==> config.mk <==
export PLATFORM = sky130hd
export DESIGN_NAME = imem_loader
export DESIGN_NICKNAME = d
export VERILOG_FILES = /design/src/rtl/imem_loader_pkg.sv /design/src/rtl/imem_word_assembler.sv /design/src/rtl/imem_loader.sv
export SDC_FILE = /design/constraint.sdc
export NUM_CORES = 1
export LEC_CHECK = 0
export CAP_MARGIN = 10
export CORE_MARGIN = 1.5
export CORE_UTILIZATION = 28
export DETAILED_ROUTE_END_ITERATION = 8
export PLACE_DENSITY = 0.44
export RECOVER_POWER = 100
export SLEW_MARGIN = 15
export SYNTH_ARGS = -nofsm -noshare
export SYNTH_HDL_FRONTEND = slang
export SYNTH_SLANG_ARGS = --single-unit
==> constraint.sdc <==
create_clock -name clock -period 3.1 [get_ports clock]
set_clock_uncertainty 0.05 [all_clocks]
set_input_delay 0.775 -clock clock [delete_from_list [all_inputs] [get_ports clock]]
set_output_delay 0.775 -clock clock [all_outputs]
set_load 0.02 [all_outputs]
==> src/rtl/imem_loader_pkg.sv <==
// Shared types and constants for the instruction-memory loader.
// State encoding, word geometry and byte-index width.
package imem_loader_pkg;

    typedef enum logic [2:0] {
        ST_IDLE,
        ST_CLEAR,
        ST_COLLECT,
        ST_WRITE,
        ST_CHECK,
        ST_DONE
    } state_t;

    localparam int BYTES_PER_WORD = 4;
    localparam int BIDX_W = $clog2(BYTES_PER_WORD);
    localparam logic [BIDX_W-1:0] LAST_IDX = BIDX_W'(BYTES_PER_WORD - 1);

endpackage

==> src/rtl/imem_word_assembler.sv <==
// Little-endian byte-to-word assembler with byte index and running byte sum.
// The sum is only consumed when IMEM_LOADER_CHECKSUM_EN is defined.
module imem_word_assembler
    import imem_loader_pkg::*;
(
    input  logic              clock,
    input  logic              reset,
    input  logic              clear,
    input  logic              load,
    input  logic [7:0]        byte_in,
    output logic [BIDX_W-1:0] idx,
    output logic [31:0]       word,
    output logic [7:0]        sum
);

    always_ff @(posedge clock or negedge reset) begin
        if (!reset) begin
            idx  <= '0;
            word <= '0;
            sum  <= '0;
        end else if (clear) begin
            idx  <= '0;
            word <= '0;
            sum  <= '0;
        end else if (load) begin
            word[8*idx +: 8] <= byte_in;
            idx              <= idx + 1'b1;
            sum              <= sum + byte_in;
        end
    end

endmodule

==> src/rtl/imem_loader.sv <==
// Streams a byte image into instruction memory and holds the core in reset
// until a clean load; optional trailing checksum via IMEM_LOADER_CHECKSUM_EN.
module imem_loader
    import imem_loader_pkg::*;
#(
    parameter int PC_SIZE = 10
) (
    input  logic               clock,
    input  logic               reset,
    input  logic               start,
    input  logic [7:0]         byte_in,
    input  logic               byte_valid,
    input  logic               byte_last,
    output logic               byte_ready,
    output logic               core_reset,
    output logic               reset_if_mem,
    output logic               rw,
    output logic [31:0]        instruction_out,
    output logic [PC_SIZE-1:0] pc_write_out,
    output logic               busy,
    output logic               done,
    output logic               error,
    output logic [PC_SIZE:0]   word_count
);

    state_t state_q, state_d;

    logic [PC_SIZE-1:0] addr_q;
    logic [PC_SIZE-1:0] pc_q;
    logic [31:0]        instr_q;
    logic               last_q;
    logic               set_done, set_err, img_fire, fire;
    logic [BIDX_W-1:0]  idx;
    logic [31:0]        asm_word;
    logic [7:0]         sum;

    assign fire = byte_valid && byte_ready;

    imem_word_assembler u_asm (
        .clock   (clock),
        .reset   (reset),
        .clear   (state_q == ST_CLEAR),
        .load    (img_fire),
        .byte_in (byte_in),
        .idx     (idx),
        .word    (asm_word),
        .sum     (sum)
    );

`ifdef IMEM_LOADER_CHECKSUM_EN
    logic [7:0] chk_total;
    assign chk_total = sum + byte_in;
`else
    logic unused_sum;
    assign unused_sum = ^sum;
`endif

    always_ff @(posedge clock or negedge reset) begin
        if (!reset) state_q <= ST_IDLE;
        else        state_q <= state_d;
    end

    always_comb begin
        state_d      = state_q;
        byte_ready   = 1'b0;
        rw           = 1'b0;
        reset_if_mem = 1'b0;
        set_done     = 1'b0;
        set_err      = 1'b0;
        img_fire     = 1'b0;
        unique case (state_q)
            ST_IDLE: if (start) state_d = ST_CLEAR;
            ST_CLEAR: begin
                reset_if_mem = 1'b1;
                state_d      = ST_COLLECT;
            end
            ST_COLLECT: begin
                byte_ready = 1'b1;
                if (fire) begin
                    // Capacity exhausted: the byte is taken but never stored
                    if (word_count[PC_SIZE]) begin
                        set_err = 1'b1;
                        state_d = ST_DONE;
                    end else begin
                        img_fire = 1'b1;
                        if (idx == LAST_IDX) begin
                            state_d = ST_WRITE;
                        end else if (byte_last) begin
                            set_err = 1'b1;
                            state_d = ST_DONE;
                        end
                    end
                end
            end
            ST_WRITE: begin
                rw = 1'b1;
                if (last_q) begin
`ifdef IMEM_LOADER_CHECKSUM_EN
                    state_d = ST_CHECK;
`else
                    set_done = 1'b1;
                    state_d  = ST_DONE;
`endif
                end else begin
                    state_d = ST_COLLECT;
                end
            end
            ST_CHECK: begin
`ifdef IMEM_LOADER_CHECKSUM_EN
                byte_ready = 1'b1;
                if (fire) begin
                    state_d  = ST_DONE;
                    set_done = (chk_total == 8'h00);
                    set_err  = (chk_total != 8'h00);
                end
`else
                state_d = ST_IDLE;
`endif
            end
            ST_DONE: if (start) state_d = ST_CLEAR;
            default: state_d = ST_IDLE;
        endcase
    end

    always_ff @(posedge clock or negedge reset) begin
        if (!reset) begin
            addr_q     <= '0;
            word_count <= '0;
            done       <= 1'b0;
            error      <= 1'b0;
            last_q     <= 1'b0;
            instr_q    <= '0;
            pc_q       <= '0;
        end else begin
            if (state_q == ST_CLEAR) begin
                addr_q     <= '0;
                word_count <= '0;
                done       <= 1'b0;
                error      <= 1'b0;
                last_q     <= 1'b0;
            end
            if (img_fire && idx == LAST_IDX) last_q <= byte_last;
            if (state_q == ST_WRITE) begin
                instr_q    <= asm_word;
                pc_q       <= addr_q;
                word_count <= word_count + 1'b1;
                if (addr_q != {PC_SIZE{1'b1}}) addr_q <= addr_q + 1'b1;
            end
            if (set_done) done <= 1'b1;
            if (set_err) error <= 1'b1;
        end
    end

    assign busy = (state_q == ST_CLEAR) || (state_q == ST_COLLECT) ||
                  (state_q == ST_WRITE) || (state_q == ST_CHECK);
    assign core_reset = !((state_q == ST_DONE) && !error);
    assign instruction_out = (state_q == ST_WRITE) ? asm_word : instr_q;
    assign pc_write_out = (state_q == ST_WRITE) ? addr_q : pc_q;

endmodule

==> out/results.tsv <==
metric	value	unit
port-buffer-count	72	
synth_commonest_cells	nand2_1 (163), dfrtp_1 (103), a22o_1 (27)	
vdd_drop_max	0.2707	mV
antenna_found_initial	0	
swShare	38.73	%
cts_tree	yes	
pin_count	73	
grtUsageMet1	21.34	%
timing.hold.ws	420.0	ps
synth_top_area_cell	dfrtp_1	
async_flop_share	100.0	%
critical_path_class	flip-flop to primary output	
rsz0062_at_grt	false	
synth_area	4549	um2
drc	0	
period_share	96.78	%
synth_cells	462	
first_pass_iters	4	
hp-start	instr_q[16]	
finalSetupViolCount	0	
max-clock-path-buffers	2	
wl_per_cell	15.63	um
synth_nets	483	
met3_usage	2.158	%
seq_area	2580	um2
drtIter0Drc	199	
synthMuxAreaShare	1.348	%
timing.rr.start	u_asm.idx[0]	
grt_overflow_total	0	
post-dp-hpwl	8.074	mm
start_util	28.64	%
placed_cells_incl_taps	740	
fin_nets	556	
synth.distinct_cells	50	
wl	11.82	mm
finish.instance_area	5573	um2
grt_max_degree	46	
ys_seq_area_share	56.66	%
grtUsageMet2	21.30	%
fin_setup_tns	0	ps
p_int	2.799	mW
grt.busiest_layer	met1	
maxCapViolations	0	
die_y	130.5	um
synth.area.top_cells	dfrtp_1 (57%), nand2_1 (13%), a22o_1 (5.2%), o21ai_0 (2.6%), ha_1 (2.2%)	
pwr-share-comb	34.2	%
min_path_type	flip-flop to flip-flop	
relSlewSlack	24.75	%
p_per_area	819.6	nW/um2
worst_ep_arrival_time	2180	ps
die_w	130.5	um
drive_gt1_share	6.667	%
reg2reg_setup_slack	640	ps
cts_inserted_buffers	9	
required	2270	ps
antenna_cells	0	
synth_top_family_by_area	simple AND/OR/NAND/NOR gates	
seq_power_share	39.9	%
core_area	15890	um2
fin_crit	3000	ps
place.gp.congestion	0.7889	
hold_end	instr_q[16]	
final_max_slew_viol_count	0	
fp.dieArea	17020	um2
pwr-share-clk	25.8	%
outcome	finished clean	
yosysMostFrequentCell	nand2_1	
synthSimpleGateAreaFrac	23.38	%
synth.top_cell.area_share	56.66	%
hold_path_depth	2	
grt_usage	14.59	%
tightestPinTransition	1129	ps
placed_cell_area	5558	um2
yosysWarnings	0	
synth_edf_count	0	
h-tree-depth	3	
vias	3516	
grt_pass1_wl	18.82	mm
viasPerCell	4.651	
synthAdderAreaFrac	2.200	%
synth_ff_type	dfrtp_1	
root_buffer	clkbuf_16	
clock-sinks	103	
maxClockFrequency	333.3	MHz
finalHoldViolations	0	
area_delta_synth_final	22.50	%
fillers	1703	
synthXorXnorAreaFrac	0.3850	%
synth_compound_area_share	13.37	%
postCtsSetupRepairBufs	0	
reg2reg_depth	5	
row_count	46	
grt_pass1_vias	3505	
multi_input_area	1819	um2
clk_latency	350	ps
syn_avg_cell_area	9.847	um2
netSwitchingPower	1.769	mW
critPathLaunchType	flip-flop	
rr_endpoint	u_asm.word[28]	
path_max_fanout	12	
path_clk_slew	70	ps
antenna_left	0	
synth_seq_cells	103	
end_kind	primary output	
fin_cells	756	
cellLeakagePower	2.668	nW
layout by cell type (no fill, tap or decap), drive strengths merged, types with 5 or more instances in the layout:
cell type and count:
a21oi 14, a22o 27, buf 7, clkbuf 54, clkdlybuf4s50 10, dfrtp 103
dlygate4sd3 20, ha 8, inv 7, mux2i 5, nand2 163, nand3 16
nor2 10, nor2b 6, nor3 8, o21ai 24
cell type report:
class / count / share of cell area [%]
Clock buffer: 11 / 4.535
Clock inverter: 5 / 1.010
Tap cell: 216 / 4.850
Timing Repair Buffer: 84 / 10.19
Sequential cell: 103 / 46.30
Inverter: 7 / 0.4715
Multi-Input combinational cell: 330 / 32.64
layer usage:
layer / vias to the layer above / part of all wire (%)
met5: - / 0
met4: 0 / 2.0
met3: 14 / 3.2
met2: 53 / 44
met1: 1707 / 50
li1: 1742 / -
metrics by stage:
stage               utilization [%]  power, mW  setup slack [ps]
global placement              34.99      3.628             351.2
finish                        35.08      4.568             99.88
detailed placement            34.99      3.637             326.5
CTS                           36.93      4.841             6.735
global route                  35.08      4.879             1.779
floorplan                         -      2.894             674.5
how the worst max path moves through the flow:
stage	startpoint	end	slack [ps]
after floorplan	state_q[2]	instruction_out[30]	670
after global placement	state_q[2]	instruction_out[30]	350
after detailed placement	byte_valid	u_asm.word[25]	330
after CTS	state_q[2]	instruction_out[7]	7
after global routing	state_q[2]	pc_write_out[0]	2
final	state_q[2]	pc_write_out[0]	100
critical path, cell delays in order (launching register included):
cell             delay, ps
dfrtp_2                480
nand3b_1               240
inv_1                  140
buf_4                  210
nand2_1                 70
nand2_1                 80
clkdlybuf4s50_1        600
flip-flops by register name (all words and copies together), names as in the netlist:
register	flops
state_q	3
done	1
last_q	1
addr_q	10
u_asm.word	32
error	1
word_count	11
pc_q	10
instr_q	32
u_asm.idx	2
repair_timing:
item | CTS | global route
resized for setup | 6 | 38
hold buffers | 0 | 0
setup endpoints to repair | 25 | 39
cell families after synthesis:
| group | after synthesis |
|---|---|
| AOI/OAI and AO/OA | 86 |
| adders and majority gates | 8 |
| DFF | 103 |
| buffers and inverters | 29 |
| and+or+nand+nor | 228 |
| muxes | 6 |
| xor gates and xnor gates | 2 |
power groups by stage:
stage	Sequential [mW]	Combinational, mW	Clock [mW]
after floorplan	1.81	1.09	0
after CTS	1.83	1.80	1.22
final	1.82	1.56	1.18
after global placement	1.85	1.78	0
after global routing	1.87	1.74	1.27
after detailed placement	1.85	1.79	0
No activity file was read; power rests on OpenSTA's default activity.
